## src/rtl/mem_arbiter.sv

```systemverilog
// Single-port memory arbiter: MIPS core has default priority, the external master
// gets bounded-latency access via a starvation counter and capped bursts.
module mem_arbiter #(
  parameter int unsigned DW         = 32,
  parameter int unsigned AW         = 32,
  parameter int unsigned STARVE_MAX = 8,
  parameter int unsigned BURST_MAX  = 4
) (
  input  logic          clk,
  input  logic          reset,
  input  logic          cpu_req,
  input  logic          cpu_we,
  input  logic [AW-1:0] cpu_adr,
  input  logic [DW-1:0] cpu_wd,
  output logic [DW-1:0] cpu_rd,
  output logic          cpu_stall,
  input  logic          ext_req,
  input  logic          ext_we,
  input  logic          ext_last,
  input  logic [AW-1:0] ext_adr,
  input  logic [DW-1:0] ext_wd,
  output logic [DW-1:0] ext_rd,
  output logic          ext_ack,
  output logic          mem_we,
  output logic [AW-1:0] mem_adr,
  output logic [DW-1:0] mem_wd,
  input  logic [DW-1:0] mem_rd
);

  localparam int unsigned SW       = $clog2(STARVE_MAX + 1);
  localparam int unsigned BW       = $clog2(BURST_MAX + 1);
  localparam bit          BURST_EN = (BURST_MAX > 1);

  typedef enum logic {
    S_CPU = 1'b0,
    S_EXT = 1'b1
  } state_t;

  state_t        state_q, state_d;
  logic [SW-1:0] starve_q, starve_d;
  logic [BW-1:0] beat_q, beat_d;
  logic          grant_ext;
  logic          starved;
  logic          burst_full;

  assign starved    = (starve_q == SW'(STARVE_MAX));
  assign burst_full = ((beat_q + BW'(1)) == BW'(BURST_MAX));

  // Grant is forced off while reset is held so nothing reaches memory mid-reset.
  always_comb begin
    grant_ext = 1'b0;
    if (reset) begin
      case (state_q)
        S_CPU:   grant_ext = ext_req & (~cpu_req | starved);
        S_EXT:   grant_ext = ext_req;
        default: grant_ext = 1'b0;
      endcase
    end
  end

  assign ext_ack   = grant_ext;
  assign cpu_stall = cpu_req & grant_ext;
  assign cpu_rd    = mem_rd;
  assign ext_rd    = mem_rd;

  always_comb begin
    if (grant_ext) begin
      mem_we  = ext_we;
      mem_adr = ext_adr;
      mem_wd  = ext_wd;
    end else begin
      mem_we  = reset & cpu_req & cpu_we;
      mem_adr = cpu_adr;
      mem_wd  = cpu_wd;
    end
  end

  always_comb begin
    starve_d = starve_q;
    if (!ext_req || grant_ext) begin
      starve_d = '0;
    end else if (!starved) begin
      starve_d = starve_q + SW'(1);
    end
  end

  always_comb begin
    state_d = state_q;
    beat_d  = beat_q;
    case (state_q)
      S_CPU: begin
        if (grant_ext && !ext_last && BURST_EN) begin
          state_d = S_EXT;
          beat_d  = BW'(1);
        end
      end
      S_EXT: begin
        // An abandoned burst (ext_req low) also falls back to the core.
        if (!ext_req || ext_last || burst_full) begin
          state_d = S_CPU;
          beat_d  = '0;
        end else begin
          beat_d  = beat_q + BW'(1);
        end
      end
      default: begin
        state_d = S_CPU;
        beat_d  = '0;
      end
    endcase
  end

  always_ff @(posedge clk or negedge reset) begin
    if (!reset) begin
      state_q  <= S_CPU;
      starve_q <= '0;
      beat_q   <= '0;
    end else begin
      state_q  <= state_d;
      starve_q <= starve_d;
      beat_q   <= beat_d;
    end
  end

endmodule

```

## config.mk

```make
export PLATFORM = sky130hd
export DESIGN_NAME = mem_arbiter
export DESIGN_NICKNAME = d
export VERILOG_FILES = /design/src/rtl/mem_arbiter.sv
export SDC_FILE = /design/constraint.sdc
export NUM_CORES = 1
export LEC_CHECK = 0
export ABC_AREA = 1
export CORE_AREA = 5 5 114 116
export CTS_CLUSTER_DIAMETER = 60
export DETAILED_ROUTE_END_ITERATION = 16
export DIE_AREA = 0 0 119 121
export PLACE_DENSITY = 0.68
export SETUP_SLACK_MARGIN = 0.5
export SKIP_LAST_GASP = 1
export SYNTH_ARGS = -nofsm -noshare
export SYNTH_HDL_FRONTEND = slang
export SYNTH_SLANG_ARGS = --single-unit
```

## constraint.sdc

```tcl
create_clock -name clk -period 1.7 [get_ports clk]
set_input_delay 0.34 -clock clk [delete_from_list [all_inputs] [get_ports clk]]
set_output_delay 0.34 -clock clk [all_outputs]
set_load 0.01 [all_outputs]
```

==> impl_table.tex <==
\begin{tabular}{lr}
\hline
Metric & Value \\
\hline
\multicolumn{2}{l}{\textbf{Run status}} \\
\quad Result of the run & complete, but fails checks \\
\quad Failing checks & negative setup slack \\
\multicolumn{2}{l}{\textbf{Yosys}} \\
\quad Sequential element share of the synthesized area & $\sim$11\% \\
\quad Number of library cell types mapped by synthesis & 17 \\
\quad Area of the mapped netlist & 1810 um2 \\
\quad Post-synth net total & between 500 and 600 \\
\quad Cells after Synth & approximately 340 \\
\quad Synth warnings & 0 \\
\quad Post-Synthesis Mean Instance Area & around 5.3 um2 \\
\quad Number of flip-flops and latches in the synthesized netlist & 8 \\
\multicolumn{2}{l}{\textbf{Global route}} \\
\quad Vias in the first global route & approximately 2,800 \\
\quad Initial antenna violation count & 0 \\
\quad GRT Overall Usage & about an eighth \\
\quad First-pass GRT wire length & 14.7 mm \\
\quad Grt ovf & 0 \\
\quad Pin count of the biggest net entering global routing & 16 \\
\multicolumn{2}{l}{\textbf{Final layout}} \\
\quad Final core area utilization & between 40 and 50\% \\
\quad Final nets & between 600 and 700 \\
\quad Relative area change from synthesis to final layout & 163\% \\
\quad Layout cell share with drive strength beyond 1 & a little under half \\
\quad Final instance area & about 4800 um2 \\
\quad Commonest non-fill, non-tap cells in the layout & clkdlybuf4s50\_1 (132), nand2\_1 (99), nand2\_2 (83) \\
\quad N\_diodes & 0 \\
\quad Commonest non-fill, non-tap cell in the layout & clkdlybuf4s50\_1 \\
\multicolumn{2}{l}{\textbf{Detailed routing}} \\
\quad Number of detailed-route iterations in the first pass & 4 \\
\quad Total detailed-routing wirelength & approximately 11 mm \\
\quad Antenna viol nets, final & 0 \\
\quad Average wire length per cell after detail routing & about 16 um \\
\quad Total via count after detailed routing & 2,716 \\
\quad Total DRC errors in the routed layout & 0 \\
\quad DR vias/cell & 4.14 \\
\quad Detailed Route Iter0 Violations & 70 \\
\multicolumn{2}{l}{\textbf{STA}} \\
\quad Timing-limited maximum frequency & $\sim$500 MHz \\
\quad Max-slew violation count & 0 \\
\quad Setup Skew & between 0.002 and 0.003 ns \\
\quad Setup violators final & 67 \\
\quad Hold violation total from the final report & 0 \\
\quad Setup repair after global routing missed its margin & true \\
\quad Fraction of the cycle the final worst path needs & 121\% \\
\quad Time the worst path needs with I/O delays and setup & 2.05 ns \\
\quad Slew HR & a little over four fifths \\
\quad Worst Tran Pin Value & 0.247 ns \\
\quad Accumulated negative setup slack & -20.49 ns \\
\quad Final critical-path setup slack & -0.350 ns \\
\multicolumn{2}{l}{\textbf{Setup path}} \\
\quad Slowest stage cell, crit path & clkdlybuf4s50\_1 \\
\quad Category of the worst setup path capture point & primary output \\
\quad Total buffers and inverters traversed by the critical path & 6 \\
\quad Worst Reg-to-Reg Cells & 9 \\
\quad Max FO, Critical Path & 6 \\
\quad Data arrival time of the worst path & roughly 1.7 ns \\
\quad Worst stage delay on the critical path & roughly 0.49 ns \\
\quad Cell chain of the critical path & clkdlybuf4s50\_1 -> nand2\_1 -> inv\_2 -> nand2\_8 -> buf\_6 -> buf\_12 -> buf\_16 -> nand2\_2 -> nand2\_2 -> buf\_6 \\
\quad Crit path launch type & input pin \\
\quad Critical Path Stages & 10 \\
\quad Cell type group with the largest total delay on the critical path & buffers and inverters \\
\quad Kind of critical path & in -> out \\
\quad Required time reported for the critical path endpoint & 1.36 ns \\
\multicolumn{2}{l}{\textbf{Place}} \\
\quad Final HPWL from detailed placement & 6.89 mm \\
\quad Global placer's final weighted congestion & roughly 0.83 \\
\quad Area after detailed placement & between 3000 and 4000 um2 \\
\quad Total of buffers placed on input and output ports & 201 \\
\multicolumn{2}{l}{\textbf{CTS}} \\
\quad Clock sinks & 8 \\
\quad Root buffer selected by CTS & clkbuf\_16 \\
\quad CTS Buffer Depth & 2 \\
\quad Total clock buffers created by CTS & 3 \\
\quad CTS tree & done \\
\quad Number of buffers inserted for hold repair after clock tree synthesis & 0 \\
\quad H-tree level count & 1 \\
\quad Clock slew at reported path FFs & about 0.04 ns \\
\quad Clock insertion delay at the later pin of the skew report & about 0.23 ns \\
\multicolumn{2}{l}{\textbf{Floorplan}} \\
\quad Placement row count & 40 \\
\quad Area of the core region & between 10,000 and 15,000 um2 \\
\quad Ports & slightly below 300 \\
\quad Width of the die & 119 um \\
\quad Die height & 121 um \\
\quad Total die area & roughly 14,000 um2 \\
\quad Initial core utilization & between 10\% and 20\% \\
\multicolumn{2}{l}{\textbf{Hold path}} \\
\quad Class of the most critical hold timing path & in -> async \\
\multicolumn{2}{l}{\textbf{Pwr}} \\
\quad Ratio of total power to cell area & 395 nW/um2 \\
\quad Peak supply drop & around 0.28 mV \\
\quad Leak pwr & $\sim$0.0023 uW \\
\multicolumn{2}{l}{\textbf{Job}} \\
\quad Max cap viols & 0 \\
\hline
\end{tabular}
## layout make-up
class | count | area, um2
flip-flops and latches | 8 | 200
well taps | 147 | 184
inverters | 14 | 65.1
multi-input cells | 239 | 1460
repair buffers | 245 | 2780
clock buffers | 3 | 75.1
fillers | 1187 | 7050
## repair_timing
| item | CTS | global route |
|---|---|---|
| setup endpoints to repair | 75 | 75 |
| buffers inserted | 14 | 2 |
| cloned | 11 | 4 |
| gates resized for setup | 361 | 105 |
| pin swaps | 16 | 12 |
## through the flow
step | hold WS, ns | setup slack [ns] | total power (uW) | std cells
after floorplan | 0.0444 | 0.0810 | 706 | 339
after global placement | 0.515 | -0.783 | 1180 | 622
after detailed placement | 0.531 | -0.807 | 1200 | 622
after CTS | 0.210 | -0.393 | 1700 | 650
after global routing | 0.230 | -0.410 | 1980 | 656
final | 0.195 | -0.350 | 1880 | 656
## worst reg2reg max path, delay by kind of cell, from the launching register on
family,cells,cell delay (ns)
AND/OR/NAND/NOR,5,0.37
flip-flops,1,0.38
adder cells (fa/ha/maj),1,0.14
buffers and inverters,3,0.39
## flip-flops by register name, indices dropped and copies added (netlist names)
signal    count
starve_q      4
state_q       1
beat_q        3
## logic make-up after synthesis
kind of cell | synth area share (%)
DFF | 11.1
AOI/OAI and AO/OA | 0.829
adders and majority gates | 2.76
buffers and inverters | 35.3
and+or+nand+nor | 49.1
xor gates and xnor gates | 0.968
## Yosys cell counts
| master | number | area [um2] |
|---|---|---|
| nor3_1 | 2 | 10.0 |
| a21oi_1 | 1 | 5.00 |
| xor2_1 | 1 | 8.76 |
| nand2_1 | 209 | 785 |
| nand3_1 | 9 | 45.0 |
| buf_6 | 5 | 56.3 |
| inv_1 | 12 | 45.0 |
| nand3_2 | 1 | 10.0 |
| o21ai_0 | 2 | 10.0 |
| inv_2 | 2 | 7.51 |
| buf_2 | 7 | 35.0 |
| xnor2_1 | 1 | 8.76 |
| nand2_2 | 2 | 12.5 |
| ha_1 | 4 | 50.1 |
| buf_4 | 66 | 495 |
| dfrtp_1 | 8 | 200 |
| nor2_1 | 7 | 26.3 |
## layer usage
metal	GRT usage (%)	vias up	wire length, um
li1	-	1294	-
met1	13.7	1208	3820
met2	23.1	186	5370
met3	5.45	28	1150
met4	3.19	0	237
met5	0	-	0
## power by group
part           total [uW]  switching [uW]  internal (uW)
clock network         387            84.8            303
logic                1270             502            766
registers             223            14.9            208
total                1880             602           1280
## worst paths after layout
kind                            slack (ns)                      end                     from
max in group asynchronous             1.37  starve_q[1]$_DFFE_PN0P_                    reset
worst max-delay path                 -0.35               mem_adr[3]                  ext_req
worst min-delay path                  0.20    beat_q[0]$_DFFE_PN0P_                    reset
min in group clk                      0.53    beat_q[2]$_DFFE_PN0P_    beat_q[2]$_DFFE_PN0P_
worst min register to register        0.53    beat_q[2]$_DFFE_PN0P_    beat_q[2]$_DFFE_PN0P_
worst max register to register        0.30  starve_q[2]$_DFFE_PN0P_  starve_q[0]$_DFFE_PN0P_
(Power assumes the default switching activity.)
